[src/rtl/multdiv_pkg.sv]
// Shared types and sizing helpers for the sequential multiply/divide unit.
package multdiv_pkg;

    localparam int unsigned WIDTH_DEF = 32;

    typedef enum logic [1:0] {
        IDLE = 2'd0,
        RUN  = 2'd1,
        FIX  = 2'd2,
        DONE = 2'd3
    } state_e;

    typedef enum logic {
        OP_MULT = 1'b0,
        OP_DIV  = 1'b1
    } op_e;

    // Iteration counter must hold the value WIDTH, hence log2(WIDTH)+1 bits.
    function automatic int unsigned cnt_width(input int unsigned w);
        return $clog2(w) + 1;
    endfunction

endpackage

[src/rtl/multdiv_dp.sv]
// Multiply/divide datapath: operand magnitudes, shift-add / restoring-divide
// step, and sign/overflow fix-up into the result registers.
module multdiv_dp
    import multdiv_pkg::*;
#(
    parameter int unsigned WIDTH = WIDTH_DEF
) (
    input  logic             clk_i,
    input  logic             rst_ni,
    input  logic             load_en_i,
    input  logic             step_en_i,
    input  logic             fix_en_i,
    input  logic             op_div_i,
    input  logic [WIDTH-1:0] a_i,
    input  logic [WIDTH-1:0] b_i,
    output logic [WIDTH-1:0] result_o,
    output logic             exception_o
);

    localparam int unsigned PW = 2 * WIDTH;

    logic [PW-1:0]    prod_q, prod_d;
    logic [WIDTH-1:0] mag_a_q, mag_a_d, mag_b_q, mag_b_d;
    logic             neg_q, neg_d, divz_q, divz_d;
    op_e              op_q, op_d;
    logic [WIDTH-1:0] result_q, result_d;
    logic             exc_q, exc_d;

    logic [WIDTH-1:0] abs_a, abs_b;
    logic [WIDTH:0]   add_sum, rem_shift, rem_diff;
    logic [PW-1:0]    mul_next, div_next, prod_signed;
    logic [WIDTH-1:0] quot_signed;
    logic             mul_ovf, div_ovf;

    // Magnitudes of the incoming operands; the most-negative value maps to 2^(WIDTH-1).
    assign abs_a = a_i[WIDTH-1] ? (~a_i + WIDTH'(1)) : a_i;
    assign abs_b = b_i[WIDTH-1] ? (~b_i + WIDTH'(1)) : b_i;

    // One iteration of shift-add multiply and restoring divide.
    always_comb begin
        add_sum   = {1'b0, prod_q[PW-1:WIDTH]} + {1'b0, (prod_q[0] ? mag_a_q : '0)};
        mul_next  = {add_sum, prod_q[WIDTH-1:1]};
        rem_shift = {prod_q[PW-1:WIDTH], prod_q[WIDTH-1]};
        rem_diff  = rem_shift - {1'b0, mag_b_q};
        if (rem_shift >= {1'b0, mag_b_q}) begin
            div_next = {rem_diff[WIDTH-1:0], prod_q[WIDTH-2:0], 1'b1};
        end else begin
            div_next = {prod_q[PW-2:0], 1'b0};
        end
    end

    // Sign application and overflow detection for the finished magnitude.
    always_comb begin
        prod_signed = neg_q ? (~prod_q + PW'(1)) : prod_q;
        quot_signed = neg_q ? (~prod_q[WIDTH-1:0] + WIDTH'(1)) : prod_q[WIDTH-1:0];
        mul_ovf     = !((&prod_signed[PW-1:WIDTH-1]) || !(|prod_signed[PW-1:WIDTH-1]));
        div_ovf     = !neg_q && prod_q[WIDTH-1];
    end

    // Next-state selection for all datapath registers.
    always_comb begin
        prod_d   = prod_q;
        mag_a_d  = mag_a_q;
        mag_b_d  = mag_b_q;
        neg_d    = neg_q;
        divz_d   = divz_q;
        op_d     = op_q;
        result_d = result_q;
        exc_d    = exc_q;
        if (load_en_i) begin
            op_d    = op_div_i ? OP_DIV : OP_MULT;
            mag_a_d = abs_a;
            mag_b_d = abs_b;
            neg_d   = a_i[WIDTH-1] ^ b_i[WIDTH-1];
            divz_d  = op_div_i && (b_i == '0);
            prod_d  = op_div_i ? {{WIDTH{1'b0}}, abs_a} : {{WIDTH{1'b0}}, abs_b};
        end else if (step_en_i) begin
            prod_d = (op_q == OP_DIV) ? div_next : mul_next;
        end
        if (fix_en_i) begin
            if (op_q == OP_MULT) begin
                result_d = prod_signed[WIDTH-1:0];
                exc_d    = mul_ovf;
            end else if (divz_q) begin
                result_d = '0;
                exc_d    = 1'b1;
            end else begin
                result_d = quot_signed;
                exc_d    = div_ovf;
            end
        end
    end

    // Datapath register bank.
    always_ff @(posedge clk_i or negedge rst_ni) begin
        if (!rst_ni) begin
            prod_q   <= '0;
            mag_a_q  <= '0;
            mag_b_q  <= '0;
            neg_q    <= 1'b0;
            divz_q   <= 1'b0;
            op_q     <= OP_MULT;
            result_q <= '0;
            exc_q    <= 1'b0;
        end else begin
            prod_q   <= prod_d;
            mag_a_q  <= mag_a_d;
            mag_b_q  <= mag_b_d;
            neg_q    <= neg_d;
            divz_q   <= divz_d;
            op_q     <= op_d;
            result_q <= result_d;
            exc_q    <= exc_d;
        end
    end

    assign result_o    = result_q;
    assign exception_o = exc_q;

endmodule

[src/rtl/multdiv_ctrl.sv]
// Sequential signed multiply/divide controller (IDLE/RUN/FIX/DONE).
// Optional build macro MULTDIV_ABORT_EN: a start seen in RUN or FIX aborts
// the current operation and restarts with the new operands.
module multdiv_ctrl
    import multdiv_pkg::*;
#(
    parameter int unsigned WIDTH = WIDTH_DEF
) (
    input  logic             clock,
    input  logic             reset_n,
    input  logic [WIDTH-1:0] data_operandA,
    input  logic [WIDTH-1:0] data_operandB,
    input  logic             ctrl_MULT,
    input  logic             ctrl_DIV,
    output logic [WIDTH-1:0] data_result,
    output logic             data_exception,
    output logic             data_resultRDY,
    output logic             busy
);

    localparam int unsigned CNT_W = cnt_width(WIDTH);

    state_e           state_q, state_d;
    logic [CNT_W-1:0] cnt_q, cnt_d;
    logic             rdy_q, rdy_d, busy_q, busy_d;
    logic             load_en, step_en, fix_en;
    logic             start, op_div, divz_start;
    op_e              op_sel;

    // Multiply wins when both start pulses arrive together.
    assign start      = ctrl_MULT | ctrl_DIV;
    assign op_sel     = ctrl_MULT ? OP_MULT : OP_DIV;
    assign op_div     = (op_sel == OP_DIV);
    assign divz_start = op_div && (data_operandB == '0);

    // Next-state, counter and datapath enables.
    always_comb begin
        state_d = state_q;
        cnt_d   = cnt_q;
        load_en = 1'b0;
        step_en = 1'b0;
        fix_en  = 1'b0;
        case (state_q)
            IDLE: begin
                if (start) begin
                    load_en = 1'b1;
                    cnt_d   = '0;
                    state_d = divz_start ? FIX : RUN;
                end
            end
            RUN: begin
                step_en = 1'b1;
                cnt_d   = cnt_q + CNT_W'(1);
                if (cnt_q == CNT_W'(WIDTH - 1)) begin
                    state_d = FIX;
                end
`ifdef MULTDIV_ABORT_EN
                if (start) begin
                    step_en = 1'b0;
                    load_en = 1'b1;
                    cnt_d   = '0;
                    state_d = divz_start ? FIX : RUN;
                end
`endif
            end
            FIX: begin
                fix_en  = 1'b1;
                state_d = DONE;
`ifdef MULTDIV_ABORT_EN
                if (start) begin
                    fix_en  = 1'b0;
                    load_en = 1'b1;
                    cnt_d   = '0;
                    state_d = divz_start ? FIX : RUN;
                end
`endif
            end
            DONE: begin
                state_d = IDLE;
            end
            default: begin
                state_d = IDLE;
            end
        endcase
        rdy_d  = (state_d == DONE);
        busy_d = (state_d != IDLE);
    end

    // State, counter and registered status outputs.
    always_ff @(posedge clock or negedge reset_n) begin
        if (!reset_n) begin
            state_q <= IDLE;
            cnt_q   <= '0;
            rdy_q   <= 1'b0;
            busy_q  <= 1'b0;
        end else begin
            state_q <= state_d;
            cnt_q   <= cnt_d;
            rdy_q   <= rdy_d;
            busy_q  <= busy_d;
        end
    end

    multdiv_dp #(
        .WIDTH(WIDTH)
    ) u_dp (
        .clk_i       (clock),
        .rst_ni      (reset_n),
        .load_en_i   (load_en),
        .step_en_i   (step_en),
        .fix_en_i    (fix_en),
        .op_div_i    (op_div),
        .a_i         (data_operandA),
        .b_i         (data_operandB),
        .result_o    (data_result),
        .exception_o (data_exception)
    );

    assign data_resultRDY = rdy_q;
    assign busy           = busy_q;

endmodule

[config.mk]
export PLATFORM = sky130hd
export DESIGN_NAME = multdiv_ctrl
export DESIGN_NICKNAME = d
export VERILOG_FILES = /design/src/rtl/multdiv_pkg.sv /design/src/rtl/multdiv_dp.sv /design/src/rtl/multdiv_ctrl.sv
export SDC_FILE = /design/constraint.sdc
export NUM_CORES = 1
export LEC_CHECK = 0
export CAP_MARGIN = 20
export CORE_UTILIZATION = 45
export DETAILED_ROUTE_END_ITERATION = 6
export PLACE_DENSITY_LB_ADDON = 0.05
export SYNTH_ARGS = -nofsm -noshare
export SYNTH_HDL_FRONTEND = slang
export SYNTH_SLANG_ARGS = --single-unit
[constraint.sdc]
create_clock -name clock -period 3.6 [get_ports clock]
set_clock_uncertainty 0.05 [all_clocks]
set_input_delay 0.36 -clock clock [delete_from_list [all_inputs] [get_ports clock]]
set_output_delay 0.36 -clock clock [all_outputs]
set_load 0.01 [all_outputs]
; Word level (Yosys, flattened, before mapping)
; Index checks and enable logic that the tools add are counted.
[word_totals]
elab_cells = 71
out_inout_bits = 35
mem_bits_rw = 0
rom_bits = 0
regBits = 174
inputBits = 68
n_memories = 0
latch_bits = 0
[classes]
n_mul = 0
n_shift = 0
n_div = 0
add_sub_neg = 7
reduce_logical = 14
magnitude_cmp = 1
n_mux = 25
eq_ne = 6
bitwise = 6
[op_table]
columns = op, n
row1 = $mux 64, 5
row2 = $mux 32, 7
row3 = $add 32x1->32 const B, 3
row4 = $not 32->32, 3
row5 = $add 64x1->64 const B, 1
row6 = $not 64->64, 1
row7 = $add 32x32->33, 1
row8 = $ge 33x32->1, 1
row9 = $reduce_and 33->1, 1
row10 = $reduce_or 33->1, 1
row11 = $logic_not 32->1, 1
row12 = $sub 32x32->32, 1
row13 = $pmux 6 s2, 1
row14 = $pmux 2 s4, 1
row15 = $mux 1, 7
row16 = $add 6x1->6 const B, 1
row17 = $eq 2x2->1 const B, 3
row18 = $eq 6x5->1 const B, 1
row19 = $mux 2, 3
row20 = $mux 6, 1
row21 = $reduce_bool 2->1, 3
row22 = $logic_not 1->1, 3
row23 = $eq 2x1->1 const B, 1
row24 = $logic_and 1x1->1, 2
row25 = other kinds (6), 6

; Logic depth before layout (Yosys ltp)
[depth]
ltp_word = 8
ltp_mapped = 14
depth_no_buf = 13

; Hierarchy
; From an unflattened synthesis, not the netlist that was laid out.
[hier_totals]
cells_unflattened = 1782
area_unflattened_um2 = 14699.1
[by_module_without_submodules]
columns = module, seq_area_each_um2, cells_per_inst, area_per_inst_um2, n_inst
row1 = multdiv_dp, 4103.9, 1721, 14137.3, 1
row2 = multdiv_ctrl, 250.2, 61, 561.8, 1

; Worst setup path before layout
; Ideal clock, no wire load.
[synth_path]
path_kind = reg2reg
startpoint = register u_dp.prod_q[8]
endpoint = register u_dp.exc_q (netlist: u_dp.exception_o)
arrival_time_ps = 3535
slack_ps = -112
setup_time_ps = 127
n_path_buf = 3
stages_incl_launch_ff = 13
t_required_ps = 3423
period_less_slack_ps = 3712
cell_sequence = dfrtp_1 -> buf_6 -> or4_1 -> buf_2 -> or4_4 -> or3_1 -> buf_2 -> or4b_1 -> a21oi_1 -> o2111ai_1 -> or4_1 -> nor4_2 -> nor3_1
[synth_via]
elab_chain_len = 8
word_cells_on_any_way = 9
classes_between = add/sub: 1 / mux: 2 / bitwise: 1 / reduce/logical: 5
[synth_lines]
columns = element, line_no
row1 = from (decl), multdiv_dp.sv:22  ; logic [PW-1:0] prod_q, prod_d;
row2 = from (signal assigned), multdiv_dp.sv:106  ; prod_q <= prod_d;
row3 = $not 64->64 (*), multdiv_dp.sv:54  ; prod_signed = neg_q ? (~prod_q + PW'(1)) : prod_q;
row4 = $add 64x1->64 (*), multdiv_dp.sv:54
row5 = $mux 64 (*), multdiv_dp.sv:54
row6 = $reduce_or 33->1, multdiv_dp.sv:56  ; mul_ovf = !((&prod_signed[PW-1:WIDTH-1]) || !(|prod_signed[PW-1:WIDTH-1]));
row7 = $logic_not 1->1, multdiv_dp.sv:56
row8 = $logic_or 1x1->1 (*), multdiv_dp.sv:56
row9 = $logic_not 1->1 (*), multdiv_dp.sv:56
row10 = $mux 1 (*), multdiv_dp.sv:81  ; if (op_q == OP_MULT) begin
row11 = to (signal assigned), multdiv_dp.sv:104  ; exc_q <= 1'b0;
row12 = to (signal assigned), multdiv_dp.sv:113  ; exc_q <= exc_d;
row13 = to (decl), multdiv_dp.sv:27  ; logic exc_q, exc_d;
; Mark *: on every way between the ends. The rest lies on a longest branch, timed or not.
; A chain may end at the register's enable or synchronous reset.

; Final worst setup path
[layout_path]
startpoint = register u_dp.prod_q[15]
endpoint = register u_dp.exc_q (netlist: u_dp.exception_o)
; Same word-level chain as after synthesis.

==> results_dict.tcl <==
set metrics [dict create \
    hold_viol_final 0 \
    placement.io_buffers 102 \
    synth-edff-count 0 \
    reg2reg_depth 11 \
    cp_top_family "simple AND/OR/NAND/NOR gates" \
    crit_chain "or4_4 > or4_4 > or3_1 > buf_6 > buf_2 > o32a_1 > o22ai_2 > o2111ai_1 > or4_4 > nor4_4 > nor3_2" \
    required_ps 3880 \
    cp_common_cell "or4_4" \
    setup_viol 0 \
    irDropWorstVdd_mv 0.673 \
    ys_async_sr_fraction 1.00 \
    area_growth_pct 24.3 \
    final_util 0.575 \
    cts_buffers 17 \
    routedWlPerCell_um 22.4 \
    reg2reg_slack_ps 0.3 \
    worstHoldPathType "reg2reg" \
    io_pins 103 \
    slew_headroom 0.412 \
    grt-ovfl-total 0 \
    max-clock-path-buffers 2 \
    whs_path_depth 2 \
    cp.arrival_ps 3880 \
    cts_root_buffer "clkbuf_16" \
    tightest_slew_ps 879 \
    drt-initial-drc-count 1353 \
    clk_latency_ps 460 \
    grtUsageMet1 0.462 \
    ys.flop_type "dfrtp_1" \
    clock-sinks 174 \
    rsz0062_at_grt "true" \
    grt_pass1_vias 14500 \
    grtUsageTotal 0.342 \
    dieArea_sq_mm 0.0335 \
    layout_common_cells "nand2_1, buf_4, o21ai_0" \
    cp_slowest_cell "or4_4" \
    grt_max_degree 87 \
    path_clk_slew_ps 70 \
    gp_congestion 0.959 \
    wl_um 56600 \
    path_max_fanout 7 \
    whs_ps 425 \
    timing.fmax_mhz 278 \
    die_y_um 183 \
    fin_crit_sh 1.00 \
    met2_usage 0.550 \
    htree_levels 4 \
    power.density_mw_per_mm2 1030 \
    cts_tree "yes" \
    fin_ws_ps 0.269 \
    synthCells 1874 \
    status "completed" \
    synth_seq_cells 174 \
    period_needed_ps 3600 \
    antenna_found_initial 0 \
    num-nets-final 2219 \
    path_buf_inv 2 \
    preCtsSetupSlack_ps -56.1 \
    post-dp-hpwl_um 44100 \
    global_route.usage.met3 0.0492 \
    grt_pass1_wl_um 86500 \
    ys_types 74 \
    finalPower_mw 18.9 \
    chipWidth_um 183 \
    hp-start "u_dp.result_o[18]" \
    drv_cap 0 \
    reg2reg_to "u_dp.exception_o" \
    ys_warn_count 0 \
    rr_startpoint "u_dp.prod_q[15]" \
    syn_area_per_cell_sq_um 7.87 \
    tns_ps 0 \
    final_common_cell "nand2_1" \
    rows 65 \
    firstDrtPassIters 5 \
    finalMaxSlewViolations 0 \
    drc 0 \
    core-area_sq_mm 0.0319 \
    start_util 0.463 \
    critPathKind "reg2reg" \
    power_leakage_nw 7.94 \
    slowest_delay_ps 520 \
    drive_gt1_frac 0.152 \
    worstHoldEndpoint "u_dp.result_o[18]" \
    grt.busiest_layer "met2" \
    syn-num-nets 2012 \
    synth_seq_area_share 0.295 \
    vias_per_cell 5.97 \
    vias 15100 \
    antenna_left 0 \
    crit_path_start_kind "flop" \
    antenna_cells 0 \
    end_kind "flop" \
    synth_area_sq_mm 0.0147 \
]
[layer usage]
metal	vias to the layer above	routed length [um]
met5	-	0
met3	105	3300
met2	514	26000
met4	0	2140
li1	7186	-
met1	7300	25200
[timing repair]
item,CTS,global route
setup endpoints to repair,1,8
cloned,0,0
setup buffers,0,5
endpoints found under the hold margin,61,0
hold buffers,1,0
pin swaps,4,14
gates resized for setup,8,29
[kinds of logic after synthesis]
| group | Yosys count | share of synthesized area |
|---|---|---|
| muxes | 49 | 0.0340 |
| and+or+nand+nor | 668 | 0.222 |
| AOI/OAI and AO/OA | 563 | 0.245 |
| buffers and inverters | 192 | 0.0502 |
| adders and majority gates | 70 | 0.0604 |
| xor gates and xnor gates | 158 | 0.0938 |
| DFF | 174 | 0.295 |
[worst max path at each step]
stage                               start                to  cells past startpoint
final                     u_dp.prod_q[15]  u_dp.exception_o                     11
after CTS                 u_dp.prod_q[10]  u_dp.exception_o                     10
after global placement    u_dp.prod_q[45]  u_dp.exception_o                     10
after floorplan            u_dp.prod_q[8]  u_dp.exception_o                     13
after global routing      u_dp.prod_q[16]  u_dp.exception_o                     11
after detailed placement  u_dp.prod_q[45]  u_dp.exception_o                     10
[flip-flops by register name, indices dropped and copies added, names as in the netlist]
register and count:
u_dp.mag_a_q 32, data_resultRDY 1, u_dp.mag_b_q 32, cnt_q 6
u_dp.op_q 1, u_dp.exception_o 1, u_dp.neg_q 1, u_dp.result_o 32
busy 1, state_q 2, u_dp.divz_q 1, u_dp.prod_q 64
[power breakdown]
group | switching, mW | total, mW | internal (mW)
Clock | 0.872 | 2.01 | 1.14
Combinational | 7.34 | 13.1 | 5.79
Sequential | 0.912 | 3.80 | 2.89
Total | 9.12 | 18.9 | 9.82
[synth_stat cells (40+ instances only)]
master	number	area share
nand2_1	268	0.068
o21ai_0	201	0.068
dfrtp_1	174	0.30
clkbuf_1	109	0.028
nor2_1	106	0.027
a21oi_1	104	0.035
xor2_1	93	0.055
ha_1	68	0.058
inv_1	68	0.017
xnor2_1	65	0.039
and2_1	40	0.017
mux2i_1	40	0.027
o211ai_1	40	0.020
[cell type report]
| type | instances | area [sq um] |
|---|---|---|
| Fill cell | 3085 | 13500 |
| Multi-Input combinational cell | 1508 | 9920 |
| Sequential cell | 174 | 4360 |
| Timing Repair Buffer | 312 | 2650 |
| Tap cell | 435 | 544 |
| Clock buffer | 20 | 457 |
| Inverter | 68 | 255 |
| Clock inverter | 12 | 156 |
[stage by stage]
stage	std cells	area (sq um)
after CTS	2524	18100
after global routing	2529	18300
after global placement	2491	17500
after floorplan	1874	14800
final	2529	18300
after detailed placement	2491	17500
[worst min-delay path: cells and delay by family, from the launching register on]
family	cells	cell delay, ps
and+or+nand+nor	1	50
AOI/OAI and AO/OA	1	60
DFF	1	340
No activity file was read; power rests on OpenSTA's default activity.
==> RTL edit, RTL diff (same flow settings) <==
Set the package constant `WIDTH_DEF` to 48 (it was 32).
--- a/src/rtl/multdiv_pkg.sv
+++ b/src/rtl/multdiv_pkg.sv
@@ -1,7 +1,7 @@
 // Shared types and sizing helpers for the sequential multiply/divide unit.
 package multdiv_pkg;
 
-    localparam int unsigned WIDTH_DEF = 32;
+    localparam int unsigned WIDTH_DEF = 48;
 
     typedef enum logic [1:0] {
         IDLE = 2'd0,
Interface: changed (resized data_operandA, data_operandB and data_result); port bits go from 103 to 151. The function was not compared with the original's and may differ.
==> RTL edit against the unedited design <==
The run now ends with setup timing left. Sequential cell count up 81. Highest routed layer is now met5. Hold slack got worse by 0.21 ns. Setup slack worse by 0.43 ns. Sequential power up 8.4%. Area after synthesis is 49% higher. Final area increased by 64%. Wire length up 61%. Final cell count rose by 56%. Synthesized cell count rose by 49%. Total power is 27% higher.
==> RTL edit: results (changes against the unedited design) <==
LAYOUT_SETUP_WS_NS=-0.429  # -0.430 ns
N_CLOCK_BUFFER=45  # +130%
SYNTH-COMPOUND-AREA-SHARE=0.249  # +0.00462
ROUTED.TOP_LAYER='met5'
LARGEST_REGISTER_FFS=96  # +50%
MAXIMUM_BUFFER_DEPTH_OF_THE_CLOCK_TREE=3  # +1
DRT_FIRST_PASS_ITERS=6  # +1
MAX_SLEW.WORST_PIN.SLEW_NS=1.18  # +0.299 ns
VIA_COUNT_OF_THE_FIRST_GLOBAL_ROUTING_PASS=23560  # +62%
STDCELL_COUNT=3954  # +56%
AVGSYNTHCELLAREA_UM2=7.85  # -0.21%
SETUP-VIOLATIONS-FINAL=28  # +28
PLACE.PORT_BUFFERS=150  # +47%
SYNTH_XOR_AREA_FRAC=0.104  # +0.0101
FILL_CELLS=4231  # +37%
VIOLATED_CHECKS='setup timing'
MAX_H_TREE_LEVEL=2  # -2
WORST-ENDPOINT-ARRIVAL_NS=4.40  # +0.52 ns
PEAKVDDDROP_uV=571  # -15%
DETAILEDROUTE.FIRSTITERATIONVIOLATIONS=2221  # +64%
NETLIST-CELL-TYPE-COUNT=77  # +4.1%
STATUS='finished, violations left'
SYNTH_COMMON_CELLS='389 x sky130_fd_sc_hd__nand2_1, 286 x sky130_fd_sc_hd__o21ai_0, 255 x sky130_fd_sc_hd__dfrtp_1'
CRIT_PATH_MAX_FANOUT=8  # +1
SIGNAL_BUFFERS_SHARE_OF_AREA=0.190  # +0.0455
LAYOUT.CLOCK.CELL_AREA_SHARE=0.0372  # +0.00376
POST_SYNTH_MUX_AREA_SHARE=0.0419  # +0.00788
CTS_MADE_BUFFERS=34  # +17
FINAL-SEQ-AREA_MM2=0.00639  # +47%
LARGEST_NET_DEGREE_AT_THE_START_OF_GLOBAL_ROUTING=98  # +13%
RTL edit: cell types whose count changed after synthesis, sizes merged, moves of 58 or more:
cell,delta
nand2,+121
o21ai,+98
nor2,+62
clkbuf,+63
dfrtp,+81
xor2,+58
RTL edit: power breakdown:
group / switching [mW] / total, mW / leakage (nW) / internal, mW
clock: 1.43 / 3.46 / 0.553 / 2.03
combinational: 9.05 / 16.5 / 9.66 / 7.46
sequential: 0.552 / 4.12 / 3.18 / 3.56
RTL edit: layer usage:
| metal | GRT usage | vias up |
|---|---|---|
| met5 | 0 | - |
| met4 | 0.196 | 2 |
| met3 | 0.0444 | 239 |
| met2 | 0.587 | 916 |
| met1 | 0.461 | 11659 |
| li1 | - | 11109 |
RTL edit: kinds of logic (layout without fill, tap and decap cells):
family / Yosys count / after routing
and+or+nand+nor: 931 / 931
AOI/OAI and AO/OA: 861 / 861
buffers and inverters: 291 / 839
xor gates and xnor gates: 260 / 260
DFF: 255 / 255
adders and majority gates: 102 / 102
muxes: 91 / 91
RTL edit: what timing repair did:
action                     CTS  global route
hold endpoints to repair    92             0
resized for setup          157           139
cloned                       0             2
setup buffers               18            24
setup endpoints to repair   79            78
hold buffers                 1             0
pin swaps                   71            81
RTL edit: path summary, 6_finish.rpt:
check | startpoint | slack, ns | to | cells after the start
setup reg to reg | u_dp.prod_q[21]$_DFFE_PN0P_ | -0.43 | u_dp.exception_o$_DFFE_PN0P_ | 14
hold / removal | data_operandB[12] | 0.22 | u_dp.mag_b_q[12]$_DFFE_PN0P_ | 4
setup / recovery | u_dp.prod_q[21]$_DFFE_PN0P_ | -0.43 | u_dp.exception_o$_DFFE_PN0P_ | 14
max in group asynchronous | reset_n | 2.26 | u_dp.prod_q[57]$_DFFE_PN0P_ | 3
hold reg to reg | u_dp.mag_a_q[47]$_DFFE_PN0P_ | 0.42 | u_dp.mag_a_q[47]$_DFFE_PN0P_ | 2
min in group asynchronous | reset_n | 0.37 | u_dp.result_o[7]$_DFFE_PN0P_ | 2
RTL edit: worst max-delay path: stages, from the launching register on:
cell and delay, ns:
sky130_fd_sc_hd__dfrtp_1 0.38, sky130_fd_sc_hd__or4_4 0.58, sky130_fd_sc_hd__nor4b_4 0.32, sky130_fd_sc_hd__nand4_1 0.21
sky130_fd_sc_hd__buf_6 0.22, sky130_fd_sc_hd__or3_1 0.39, sky130_fd_sc_hd__o21ai_1 0.17, sky130_fd_sc_hd__xnor2_1 0.12
sky130_fd_sc_hd__a2111oi_2 0.35, sky130_fd_sc_hd__buf_4 0.17, sky130_fd_sc_hd__nand2_1 0.06, sky130_fd_sc_hd__or4_1 0.53
sky130_fd_sc_hd__o21ai_1 0.10, sky130_fd_sc_hd__buf_4 0.16, sky130_fd_sc_hd__o31ai_1 0.06
